<file path="src/rtl/dmem_lsu_pkg.sv">
// Shared encodings for the data-memory load/store unit: access sizes, FSM states
// and the default memory depth.
package dmem_lsu_pkg;

   localparam int MEM_WORDS_DEFAULT = 21;

   localparam logic [1:0] SIZE_BYTE = 2'b00;
   localparam logic [1:0] SIZE_HALF = 2'b01;
   localparam logic [1:0] SIZE_WORD = 2'b10;
   localparam logic [1:0] SIZE_RSVD = 2'b11;

   typedef enum logic [2:0] {
      IDLE   = 3'd0,
      RD     = 3'd1,
      RMW_RD = 3'd2,
      WR     = 3'd3,
      RESP   = 3'd4
   } state_e;

endpackage

</file>
<file path="src/rtl/dmem_lsu_lane.sv">
// Combinational lane logic: extracts and extends load data from a memory word,
// and merges sub-word store data into a read-back word.
module dmem_lsu_lane
   import dmem_lsu_pkg::*;
(
   input  logic [1:0]  size,
   input  logic        sign_ext,
   input  logic [1:0]  offset,
   input  logic [31:0] rword,
   input  logic [31:0] wdata,
   output logic [31:0] load_data,
   output logic [31:0] merged
);

   logic [7:0]  ld_byte;
   logic [15:0] ld_half;
   logic [3:0]  byte_en;
   logic [31:0] wrep;

   always_comb begin
      case (offset)
         2'd0:    ld_byte = rword[7:0];
         2'd1:    ld_byte = rword[15:8];
         2'd2:    ld_byte = rword[23:16];
         default: ld_byte = rword[31:24];
      endcase
      ld_half = offset[1] ? rword[31:16] : rword[15:0];

      case (size)
         SIZE_BYTE: load_data = {{24{sign_ext & ld_byte[7]}}, ld_byte};
         SIZE_HALF: load_data = {{16{sign_ext & ld_half[15]}}, ld_half};
         default:   load_data = rword;
      endcase
   end

   // Store data is replicated into every lane; the byte enables pick which lanes land.
   always_comb begin
      case (size)
         SIZE_BYTE: begin
            byte_en = 4'b0001 << offset;
            wrep    = {4{wdata[7:0]}};
         end
         SIZE_HALF: begin
            byte_en = offset[1] ? 4'b1100 : 4'b0011;
            wrep    = {2{wdata[15:0]}};
         end
         default: begin
            byte_en = 4'b1111;
            wrep    = wdata;
         end
      endcase
   end

   generate
      for (genvar gi = 0; gi < 4; gi++) begin : g_lane
         assign merged[gi*8 +: 8] = byte_en[gi] ? wrep[gi*8 +: 8] : rword[gi*8 +: 8];
      end
   endgenerate

endmodule

</file>
<file path="src/rtl/dmem_lsu.sv">
// Load/store unit between the core and a word-addressed data memory.
// Optional DMEM_LSU_MISALIGN_TRAP_EN turns misaligned half/word accesses into errors.
module dmem_lsu
   import dmem_lsu_pkg::*;
#(
   parameter int MEM_WORDS = MEM_WORDS_DEFAULT
)(
   input  logic        clk,
   input  logic        reset,
   input  logic        req_valid,
   output logic        req_ready,
   input  logic        req_write,
   input  logic [1:0]  req_size,
   input  logic        req_signed,
   input  logic [31:0] req_addr,
   input  logic [31:0] req_wdata,
   output logic        resp_valid,
   output logic [31:0] resp_rdata,
   output logic        resp_err,
   output logic [31:0] DMEM_address,
   output logic [31:0] DMEM_data_in,
   output logic        DMEM_mem_write,
   output logic        DMEM_mem_read,
   input  logic [31:0] DMEM_data_out
);

   localparam logic [29:0] MEM_WORDS_W = 30'(MEM_WORDS);

   state_e      state;
   logic [1:0]  size_reg;
   logic        signed_reg;
   logic [1:0]  offset_reg;
   logic [31:0] wdata_reg;

   logic [1:0]  req_offset;
   logic        req_err;
   logic [31:0] load_data;
   logic [31:0] merged;

   always_comb begin
      req_offset = req_addr[1:0];
      if (req_size == SIZE_HALF)
         req_offset[0] = 1'b0;
      else if (req_size == SIZE_WORD)
         req_offset = 2'b00;

`ifdef DMEM_LSU_MISALIGN_TRAP_EN
      req_err = (req_size == SIZE_RSVD)
             || (req_addr[31:2] >= MEM_WORDS_W)
             || ((req_size == SIZE_HALF) && req_addr[0])
             || ((req_size == SIZE_WORD) && (req_addr[1:0] != 2'b00));
`else
      req_err = (req_size == SIZE_RSVD) || (req_addr[31:2] >= MEM_WORDS_W);
`endif
   end

   dmem_lsu_lane u_lane (
      .size      (size_reg),
      .sign_ext  (signed_reg),
      .offset    (offset_reg),
      .rword     (DMEM_data_out),
      .wdata     (wdata_reg),
      .load_data (load_data),
      .merged    (merged)
   );

   always_ff @(posedge clk or negedge reset) begin
      if (!reset) begin
         state        <= IDLE;
         size_reg     <= SIZE_BYTE;
         signed_reg   <= 1'b0;
         offset_reg   <= 2'b00;
         wdata_reg    <= 32'd0;
         resp_rdata   <= 32'd0;
         resp_err     <= 1'b0;
         DMEM_address <= 32'd0;
         DMEM_data_in <= 32'd0;
      end else begin
         case (state)
            IDLE: begin
               if (req_valid) begin
                  size_reg   <= req_size;
                  signed_reg <= req_signed;
                  offset_reg <= req_offset;
                  wdata_reg  <= req_wdata;
                  if (req_err) begin
                     resp_err   <= 1'b1;
                     resp_rdata <= 32'd0;
                     state      <= RESP;
                  end else begin
                     DMEM_address <= {2'b00, req_addr[31:2]};
                     if (!req_write) begin
                        state <= RD;
                     end else if (req_size == SIZE_WORD) begin
                        DMEM_data_in <= req_wdata;
                        state        <= WR;
                     end else begin
                        state <= RMW_RD;
                     end
                  end
               end
            end
            RD: begin
               resp_rdata <= load_data;
               resp_err   <= 1'b0;
               state      <= RESP;
            end
            RMW_RD: begin
               DMEM_data_in <= merged;
               state        <= WR;
            end
            WR: begin
               resp_rdata <= 32'd0;
               resp_err   <= 1'b0;
               state      <= RESP;
            end
            RESP:    state <= IDLE;
            default: state <= IDLE;
         endcase
      end
   end

   // Handshake and memory strobes are pure decodes of the state register.
   assign req_ready      = (state == IDLE);
   assign resp_valid     = (state == RESP);
   assign DMEM_mem_read  = (state == RD) || (state == RMW_RD);
   assign DMEM_mem_write = (state == WR);

endmodule
</file>
<file path="config.mk">
export PLATFORM = sky130hd
export DESIGN_NAME = dmem_lsu
export DESIGN_NICKNAME = d
export VERILOG_FILES = /design/src/rtl/dmem_lsu_pkg.sv /design/src/rtl/dmem_lsu_lane.sv /design/src/rtl/dmem_lsu.sv
export SDC_FILE = /design/constraint.sdc
export NUM_CORES = 1
export LEC_CHECK = 0
export BUFFER_PORTS_ARGS = -buffer_cell sky130_fd_sc_hd__buf_2
export CORE_MARGIN = 3
export CORE_UTILIZATION = 40
export DETAILED_ROUTE_END_ITERATION = 10
export PLACE_DENSITY = 0.74
export SLEW_MARGIN = 20
export SYNTH_ARGS = -nofsm -noshare
export SYNTH_HDL_FRONTEND = slang
export SYNTH_SLANG_ARGS = --single-unit
</file>
<file path="constraint.sdc">
create_clock -name clk -period 2.49 [get_ports clk]
set_input_delay 0.249 -clock clk [delete_from_list [all_inputs] [get_ports clk]]
set_output_delay 0.249 -clock clk [all_outputs]
set_load 0.02 [all_outputs]
</file>
-- Word level (Yosys, flattened, before mapping)
Cells that the tools add are included.
- bits in registers: 135
- latch bits: 0
- RAM bits: 0
- ROM bits: 0
- output and inout port bits: 101
- word-level logic and storage cells: 72
- memories kept: 0
- add/sub/neg operators: 0
- multipliers: 0
- divide/modulo/power cells: 0
- magnitude comparators: 1
- equal/unequal tests: 15
- shifts and indexed selects: 1
- muxes and demuxes: 29
- bitwise operators: 3
- reductions and logical operators: 14
- operators by type and width (operator ; number):
    32-bit two-way mux ; 6
    32-bit one-hot mux with 2 select lines ; 3
    32-bit one-hot mux with 3 select lines ; 1
    8-bit two-way mux ; 4
    30-bit by 5-bit >= comparator with 1-bit output, second input constant ; 1
    8-bit one-hot mux with 3 select lines ; 1
    16-bit two-way mux ; 1
    3-bit one-hot mux with 3 select lines ; 1
    3-bit AND reduction ; 3
    4-bit one-hot mux with 2 select lines ; 1
    2-bit by 1-bit == test with 1-bit output, second input constant ; 3
    2-bit == test, second input constant ; 3
    3-bit by 2-bit == test with 1-bit output, second input constant ; 2
    3-bit two-way mux ; 2
    2-bit by 1-bit inequality test with 1-bit output, second input constant ; 3
    1-bit two-way mux ; 5
    5-bit AND reduction ; 1
    2-bit zero test ; 2
    2-bit two-way mux ; 2
    4-bit two-way mux ; 1
    2-bit inequality test, second input constant ; 2
    2-bit nonzero test ; 2
    1-bit by 2-bit << shifter with 4-bit output, first input constant ; 1
    3-bit by 1-bit == test with 1-bit output, second input constant ; 1
    other kinds (9) ; 11

-- Logic depth before layout (Yosys ltp)
Gate-level depths: netlist of the first run.
- depth in word-level cells: 6
- depth in mapped cells: 8
- depth with buffers taken out: 5

-- Modules after synthesis
A second synthesis of the first run with hierarchy kept.
- cell total of the unflattened synthesis: 631
- area total of the unflattened synthesis: 7369.6 µm²
- modules (own cells, without submodules) (module ; times used ; cells an instance ; area each (µm²) ; seq. area each (µm²)):
    dmem_lsu ; 1 ; 432 ; 5788.1 ; 3378.2
    dmem_lsu_lane ; 1 ; 199 ; 1581.5 ; 0.0

-- Worst setup path after synthesis of the first run
No wires, ideal clock.
- path type: input-to-reg
- start point: in req_addr[8]
- end point: reg DMEM_data_in[10]
- data arrival time: 2.074 ns
- setup slack: 0.292 ns
- cell stages on the path: 6
- buffers on the path: 1
- cell sequence: nor4_1 -> nand4_1 -> or4b_4 -> o31ai_4 -> buf_6 -> mux2_2
- longest elaborated chain between the ends: 4
- RTL lines (element ; line ; text):
    start, declared ; dmem_lsu.sv:15 ; input logic [31:0] req_addr,
    30-bit by 5-bit >= comparator with 1-bit output ; dmem_lsu.sv:53 ; req_err = (req_size == SIZE_RSVD) || (req_addr[31:2] >= MEM_WORDS_W);
    1-bit logical OR ; dmem_lsu.sv:53 ;
    2-bit inequality test (no source line) ; - ;
    5-bit AND reduction (no source line) ; - ;
    end signal, assigned ; dmem_lsu.sv:95 ; DMEM_data_in <= req_wdata;
    end signal, assigned ; dmem_lsu.sv:109 ; DMEM_data_in <= merged;
    end, declared ; dmem_lsu.sv:21 ; output logic [31:0] DMEM_data_in,
No other way between the ends.
A chain may end at the register's enable or synchronous reset.

-- Worst setup path after layout of the first run
- start point: reg state[0]
- end point: reg DMEM_data_in[28]
- longest elaborated chain between the ends: 3
- RTL lines (element ; line ; text):
    start, declared ; dmem_lsu.sv:29 ; state_e state;
    start signal, assigned ; dmem_lsu.sv:69 ; state <= IDLE;
    start signal, assigned ; dmem_lsu.sv:89 ; state <= RESP;
    start signal, assigned ; dmem_lsu.sv:93 ; state <= RD;
    3-bit zero test / 3-bit by 2-bit == test with 1-bit output (equally long branches) ; dmem_lsu.sv:79 ; case (state)
    2-bit by 1-bit inequality test with 1-bit output (no source line) (tied with other cells) ; - ;
    5-bit AND reduction (no source line) ; - ;
Several ways; a longest one is shown, not always the timed one.

==> results of run 1 <==
==> stage by stage <==
stage	std cells	instance area [um2]
after CTS	1022	8560
after global routing	1026	8570
after detailed placement	989	7960
after global placement	989	7960
after floorplan	587	6610
final	1026	8570
==> power breakdown <==
part           internal [mW]  total [mW]  switching (mW)  leakage [nW]
registers               2.30        2.41           0.102          1.74
clock network           1.52        2.51           0.989         0.286
logic                  0.433       0.934           0.501          2.38
==> kinds of logic (layout without fill, tap and decap cells) <==
group	Yosys count	in the layout	share of synthesized area [%]
DFF	135	135	51.2
AOI/OAI and AO/OA	134	134	13.7
muxes	127	127	21.2
and+or+nand+nor	124	124	9.57
buffers and inverters	65	284	4.28
other	1	6	0.0568
==> per-layer routing <==
| layer | up-vias | GRT usage (%) |
|---|---|---|
| met5 | - | 0 |
| met4 | 8 | 8.71 |
| met3 | 47 | 6.15 |
| met2 | 215 | 33.8 |
| met1 | 2749 | 29.5 |
| li1 | 2554 | - |
==> synth_stat cells, types with 8 or more instances <==
cell type and count:
clkbuf_1 25, nor2b_1 27, o211ai_1 8, nand2_1 48
mux2i_1 33, dfrtp_1 135, o21ai_0 31, nor3_1 8
mux2_2 91, inv_1 24, a21oi_1 46, nor2_1 12
a221o_1 23
==> area by class of cell <==
type / instances / share of cell area [%]
Antenna cell: 4 / 0.117
Clock buffer: 20 / 5.21
Timing Repair Buffer: 228 / 14.9
Multi-Input combinational cell: 387 / 34.5
Clock inverter: 12 / 1.66
Inverter: 24 / 1.05
Sequential cell: 135 / 39.4
Tap cell: 216 / 3.15
==> how the worst max path moves through the flow <==
stage,endpoint,startpoint,slack (ps),cells past startpoint
CTS,resp_rdata[30],state[0],220,5
floorplan,DMEM_data_in[10],req_addr[8],290,6
global placement,DMEM_data_in[26],req_addr[9],50,7
detailed placement,DMEM_data_in[28],req_size[0],-10,8
global route,resp_rdata[18],state[0],170,5
finish,DMEM_data_in[28],state[0],260,5
==> cells in the final DEF (no fill, tap or decap), drive strengths merged, types with 2 or more instances in the layout <==
cell / instances
nor4: 5
buf: 227
nor2b: 27
nand3b: 2
nand4: 3
a21oi: 47
conb: 2
mux2: 93
nor3: 8
nor2: 12
o211ai: 8
nand2: 48
a31oi: 2
a21o: 2
and2: 4
dfrtp: 135
o21ai: 33
clkbuf: 20
diode: 4
nand3: 3
clkinv: 5
inv: 28
or4b: 2
a221o: 23
a222oi: 7
nor3b: 2
bufinv: 2
o2bb2ai: 7
nand2b: 5
mux2i: 33
==> timing repair <==
item                                    CTS  global route
setup buffers                             0             0
endpoints found under the setup margin    0             0
hold buffers                              1             0
endpoints found under the hold margin    66             0
==> worst register-to-register path, stage by stage (launching register included) <==
cell and delay (ps):
dfrtp_1 460, nor2_1 210, or4b_4 520, o31ai_4 290, buf_12 240, mux2_2 390
==> metrics.yaml, run 1 <==
critical_path:
  cp_top_family: "simple AND/OR/NAND/NOR gates"
  crit_required_ps: 2790
  worstSetupPathType: "register to register"
  r2r_cells: 5
  cp_data_arrival_time_ps: 2530
  rrSetupSlack_ps: 260
  end_kind: "register"
  crit_fanout: 32
  critPathBufInv: 1
  crit_slowest_cell: "or4b_4"
  r2r_start: "state[0]"
  rr_endpoint: "DMEM_data_in[28]"
  cp_cell_sequence: "nor2_1 > or4b_4 > o31ai_4 > buf_12 > mux2_2"
  cpPeakStageDelay_ps: 520
  start_kind: "register"
floorplan:
  pin_count: 204
  initial_core_util_pct: 41.3
  die_y_um: 134
  die_area_um2: 18100
  num_rows: 46
  core_area_um2: 16000
  die_w_um: 134
hold_path:
  min_from: "req_signed"
  holdPathEnd: "signed_reg"
  hold_class: "primary input to register"
  min_path_cells: 3
drt:
  num_vias: 5573
  drt_iter0_drc: 472
  dr_wl_met3_um: 1450
  wl_um: 20000
  antenna_left: 0
  post_drt_wl_per_cell_um: 19.5
  wl_met2_um: 9280
  met1_length_um: 8660
  drtPass1Iterations: 7
  drc: 0
  top_layer_used: "met5"
  post_drt_via_cell_ratio: 5.43
synthesis:
  synthCells: 586
  async_reset_ff_share_pct: 100
  ys_warn_count: 0
  synth_area_leaders: "dfrtp_1 (51%), mux2_2 (16%), mux2i_1 (5.0%), a21oi_1 (3.5%), a221o_1 (3.5%)"
  synth_edf_count: 0
  ys.flop_type: "dfrtp_1"
  synth.top_cell.area_share_pct: 51.2
  ys_seq_area_share_pct: 51.2
  avgSynthCellArea_um2: 11.3
  synth_cell_types: 44
  yosys.area.top_type: "dfrtp_1"
  synth_seq_cells: 135
  mappedNetlistArea_um2: 6600
sta:
  whs_ps: 57.0
  setup_tns_ps: 0
  worst_slew_pin_slew_ps: 747
  post-route-period-util_pct: 89.5
  slew_violations: 0
  setup_ws_ps: 261
  hold_viol: 0
  skew_ps: 7.77
  fmax_mhz: 449
  setup_viol: 0
  rsz0062_at_grt: "no"
  fin_crit_ps: 2230
  slew_headroom_pct: 49.8
placed_design:
  post-place-ws_ps: -11.1
  port_buffers: 201
  dp_hpwl_um: 15000
  gp_congestion: 0.827
layout:
  final_net_count: 896
  final_util_pct: 53.6
  regArea_um2: 3380
  area_growth_pct: 29.8
  multiInputGateArea_um2: 2950
  post_route_cells_drive_above_1_share_pct: 44.2
  fillers: 1460
power:
  cellLeakagePower_nw: 4.41
  fin_total_pwr_mw: 5.85
  powerDensity_nw_per_um2: 682
  ir_drop_v: 0.000496
grt:
  grt_pass1_vias: 5330
  grt_overflow: 0
  grt_pass1_wl_um: 30500
  grt_usage_pct: 21.9
  grt_max_degree: 70
  antenna_found_initial: 8
run:
  cap_violations: 0
cts:
  root_buffer: "clkbuf_16"
  path_clk_slew_ps: 60
  cts_resized: 0
  cts.sinks: 135
  clk_latency_ps: 420
  h-tree-depth: 4
  numCtsBuffers: 17
  clock_path_buffers: 2
  cts_tree: "built"
run_status:
  outcome: "completed"
Note: power is estimated with default switching activity, not from simulation.
==> inputs of run 2 (changes only) <==
==> constraint.sdc (replaced) <==
create_clock -name clk -period 2.7 [get_ports clk]
set_input_delay 0.27 -clock clk [delete_from_list [all_inputs] [get_ports clk]]
set_output_delay 0.27 -clock clk [all_outputs]
set_load 0.02 [all_outputs]
==> run 2 against run 1 <==
  * Worst setup slack improved by 160 ps
  * Critical path depth unchanged
  * Critical path type unchanged
  * Count of clock-buffer cells in the layout decreased by 1
  * Critical endpoint is now DMEM_data_in[29]
==> metrics.yaml, run 2 (synthesis gave the netlist of run 1 again) <==
power:
  ir_drop_v: 0.000474
  internal-power_mw: 3.96
  p_comb_share_pct: 15.6
  cellLeakagePower_nw: 4.38
  clockPowerShare_pct: 43.8
  power.switching_mw: 1.51
  seqPwrFrac_pct: 40.7
  p_sw_share_pct: 27.6
  powerDensity_nw_per_um2: 641
layout:
  design_area_um2: 8530
  final_net_count: 891
  stdcell_count: 1021
  layout_commonest_cell: "buf_2"
  area_growth_pct: 29.2
  post_route_cells_drive_above_1_share_pct: 44.1
  final_cell_mix: "buf_2 (200), dfrtp_1 (135), mux2_2 (91)"
  fillers: 1441
run:
  cap_violations: 0
critical_path:
  crit_slowest_cell: "or4b_4"
  critPathBufInv: 1
  start_kind: "register"
  crit_required_ps: 3000
  crit_fanout: 32
  end_kind: "register"
  cp_data_arrival_time_ps: 2580
  cpPeakStageDelay_ps: 510
  r2r_start: "state[2]"
  cp_top_family: "simple AND/OR/NAND/NOR gates"
  startpoint: "state[2]"
  worstSetupPathType: "register to register"
  cp_cell_sequence: "nor2_1 > or4b_4 > o31ai_4 > buf_12 > mux2_2"
placed_design:
  place_area_um2: 7900
  port_buffers: 201
  post-place-ws_ps: -9.60
  gp_congestion: 0.847
  dp_cells: 984
  dp_hpwl_um: 14900
cts:
  cts_tree: "built"
  clock_path_buffers: 2
  cts_setup_buffers: 0
  path_clk_slew_ps: 60
  root_buffer: "clkbuf_16"
  h-tree-depth: 4
  numCtsBuffers: 17
  clk_latency_ps: 420
  cts_resized: 0
  cts_hold_buffers: 1
  cts.sinks: 135
grt:
  grt_pass1_vias: 5567
  grt_max_degree: 69
  grt_overflow: 0
  grt_pass1_wl_um: 31100
  grt_usage_pct: 22.4
  antenna_found_initial: 6
hold_path:
  hold_class: "primary input to register"
  min_from: "req_signed"
sta:
  slew_headroom_pct: 50.6
  rsz0062_at_grt: "no"
  slew_violations: 0
  skew_ps: 10.9
  setup_ws_ps: 422
  setup_tns_ps: 0
  fin_crit_ps: 2280
  worst_slew_pin_slew_ps: 736
  post-route-period-util_pct: 84.4
  fmax_mhz: 439
  hold_viol: 0
  setup_viol: 0
floorplan:
  initial_core_util_pct: 41.3
  core_area_um2: 16000
  die_area_um2: 18100
  die_y_um: 134
  pin_count: 204
  num_rows: 46
  die_w_um: 134
drt:
  num_vias: 5454
  drt_iter0_drc: 337
  post_drt_via_cell_ratio: 5.34
  drc: 0
  antenna_left: 0
  drtPass1Iterations: 7
  wl_um: 19900
  post_drt_wl_per_cell_um: 19.5
run_status:
  outcome: "completed"
-- run 2: through the flow --
| stage | power [mW] | hold WS [ps] | util [%] |
|---|---|---|---|
| final | 5.47 | 58.7 | 53.3 |
| after CTS | 5.52 | 39.3 | 53.3 |
| after global placement | 3.08 | 325 | 49.4 |
| after floorplan | 2.74 | -25.6 | - |
| after detailed placement | 3.10 | 328 | 49.4 |
| after global routing | 5.72 | 51.6 | 53.3 |
-- run 2: worst reg2reg max path, stage by stage, from the launching register on --
cell	delay, ps
dfrtp_1	480
nor2_1	220
or4b_4	510
o31ai_4	320
buf_12	240
mux2_2	400
-- run 2: cell type report --
cell class                      count  area, um2  area share (%)
Inverter                           24       90.1            1.06
Clock inverter                     13        161            1.89
Tap cell                          216        270            3.17
Sequential cell                   135       3380            39.6
Antenna cell                        4       10.0           0.117
Timing Repair Buffer              223       1220            14.3
Multi-Input combinational cell    387       2950            34.6
Clock buffer                       19        453            5.31
-- run 2: final timing paths --
kind / endpoint / slack [ps] / cells past startpoint
hold / removal: signed_reg / 60 / 3
max in group asynchronous: DMEM_data_in[20] / 1530 / 3
min in group asynchronous: resp_rdata[29] / 430 / 2
setup reg to reg: DMEM_data_in[29] / 420 / 5
hold reg to reg: resp_rdata[6] / 480 / 1
setup / recovery: DMEM_data_in[29] / 420 / 5
-- run 2: metal layers --
metal | wire [um] | global-route usage (%)
met5 | 14 | 0
met4 | 586 | 10.4
met3 | 1530 | 6.22
met2 | 9180 | 33.7
met1 | 8560 | 30.1
-- run 2: power groups by stage --
stage                     clock [mW]  combinational (mW)  sequential, mW
final                           2.39               0.852            2.22
after global routing            2.55               0.931            2.24
after CTS                       2.45               0.849            2.22
after detailed placement           0               0.842            2.26
after global placement             0               0.827            2.25
after floorplan                    0               0.508            2.23
==> inputs of run 3 (changes only) <==
==> constraint.sdc (replaced) <==
create_clock -name clk -period 2.1 [get_ports clk]
set_input_delay 0.21 -clock clk [delete_from_list [all_inputs] [get_ports clk]]
set_output_delay 0.21 -clock clk [all_outputs]
set_load 0.02 [all_outputs]
==> run 3 against run 2 <==
  * Non-clock buffer count up 14
  * Clock power up 33%
  * Core utilization up 1.0 points
  * Via count up 2.3%
  * Register-to-register slack worse by 370 ps
  * Hold slack worse by 31 ps
  * Clock skew down 4.4 ps
==> metrics.yaml, run 3 (synthesis gave the netlist of run 1 again) <==
layout:
  final_cell_mix: "buf_2 (200), dfrtp_1 (135), mux2_2 (91)"
  layout_commonest_cell: "buf_2"
  final_net_count: 905
  post_route_cells_drive_above_1_share_pct: 44.7
  final_util_pct: 54.4
  area_growth_pct: 31.7
run_status:
  outcome: "completed"
cts:
  path_clk_slew_ps: 60
  h-tree-depth: 4
  root_buffer: "clkbuf_16"
  cts.sinks: 135
  cts_tree: "built"
  numCtsBuffers: 17
  clock_path_buffers: 2
  clk_latency_ps: 420
  cts_setup_buffers: 0
drt:
  dr_wl_met3_um: 1570
  drt_iter0_drc: 385
  met1_length_um: 8510
  post_drt_wl_per_cell_um: 19.0
  antenna_left: 0
  wl_um: 19600
  num_vias: 5577
  wl_met2_um: 8830
  top_layer_used: "met5"
  drtPass1Iterations: 6
  post_drt_via_cell_ratio: 5.40
  drc: 0
sta:
  fin_crit_ps: 2050
  hold_viol: 0
  post-route-period-util_pct: 97.6
  rsz0062_at_grt: "yes"
  fmax_mhz: 488
  worst_slew_pin_slew_ps: 730
  slew_headroom_pct: 51.0
  setup_viol: 0
  slew_violations: 0
  skew_ps: 6.55
  setup_ws_ps: 50.3
power:
  clockPowerShare_pct: 44.5
  p_comb_share_pct: 15.8
  fin_total_pwr_mw: 7.17
  power.switching_mw: 1.80
  p_sw_share_pct: 25.1
  powerDensity_nw_per_um2: 825
  seqPwrFrac_pct: 39.7
  internal-power_mw: 5.38
  cellLeakagePower_nw: 4.48
  ir_drop_v: 0.000607
placed_design:
  gp_congestion: 0.895
  dp_hpwl_um: 14900
  post-place-ws_ps: -267
  port_buffers: 201
floorplan:
  die_w_um: 134
  initial_core_util_pct: 41.3
  die_area_um2: 18100
  num_rows: 46
  core_area_um2: 16000
  pin_count: 204
  die_y_um: 134
critical_path:
  crit_required_ps: 2410
  cp_data_arrival_time_ps: 2350
  end_kind: "register"
  r2r_start: "state[2]"
  crit_fanout: 32
  crit_slowest_cell: "or4b_4"
  rrSetupSlack_ps: 50
  r2r_cells: 5
  start_kind: "register"
  cp_cell_sequence: "nor2_2 > or4b_4 > o31ai_4 > buf_12 > mux2_2"
  rr_endpoint: "DMEM_data_in[21]"
  cpPeakStageDelay_ps: 510
  worstSetupPathType: "register to register"
grt:
  grt_usage_pct: 22.0
  antenna_found_initial: 5
  grt_overflow: 0
  grt_pass1_wl_um: 30600
  grt_max_degree: 58
  grt_pass1_vias: 5424
hold_path:
  min_path_cells: 3
  holdPathEnd: "signed_reg"
  hold_class: "primary input to register"
  min_from: "req_signed"
run:
  cap_violations: 0
==> run 3: area by class of cell <==
| class | count | area (um2) |
|---|---|---|
| antenna | 2 | 5.00 |
| clock buffer | 24 | 492 |
| clock inverter | 7 | 141 |
| fill | 1423 | 7300 |
| inverter | 24 | 90.1 |
| multi-input combinational | 387 | 2960 |
| sequential | 135 | 3380 |
| tap | 216 | 270 |
| timing repair buffer | 237 | 1360 |
==> run 3: power by group through the flow <==
stage | Combinational, mW | Clock [mW] | Sequential, mW
after CTS | 1.13 | 3.24 | 2.85
after floorplan | 0.653 | 0 | 2.87
final | 1.13 | 3.19 | 2.85
after global routing | 1.23 | 3.35 | 2.86
after global placement | 1.11 | 0 | 2.88
after detailed placement | 1.12 | 0 | 2.89
==> run 3: stage by stage <==
| step | area, um2 | hold slack [ps] | setup TNS [ps] | instances |
|---|---|---|---|---|
| after floorplan | 6610 | -85.6 | 0 | 587 |
| after global placement | 8040 | 167 | -7440 | 998 |
| after detailed placement | 8040 | 168 | -8130 | 998 |
| after CTS | 8690 | 20.8 | 0 | 1030 |
| after global routing | 8690 | 31.2 | -165 | 1031 |
| final | 8700 | 28.1 | 0 | 1032 |
==> run 3: routing by layer <==
metal,GRT usage (%),vias to the layer above
li1,-,2566
met1,30.6,2710
met2,32.5,239
met3,6.15,54
met4,9.28,8
met5,0,-
==> run 3: worst max-delay path by stage <==
stage / from / to / cells after the start
finish: state[2] / DMEM_data_in[21] / 5
global placement: req_size[0] / DMEM_data_in[27] / 8
floorplan: req_addr[8] / DMEM_data_in[10] / 6
global route: state[2] / DMEM_data_in[30] / 5
CTS: state[2] / DMEM_data_in[21] / 5
detailed placement: req_size[0] / DMEM_data_in[28] / 8
==> run 3: critical path, delay by kind of cell (launching register included) <==
kind | cells | cell delay, ps
simple gates | 2 | 670
flops | 1 | 400
mux | 1 | 370
compound gates | 1 | 230
buf+inv | 1 | 230
==> run 3: timing repair <==
item / 4_1_cts / 5_1_grt
gates resized for setup: 1 / 1
endpoints found under the hold margin: 40 / 0
hold buffers: 1 / 0
setup endpoints to repair: 7 / 38
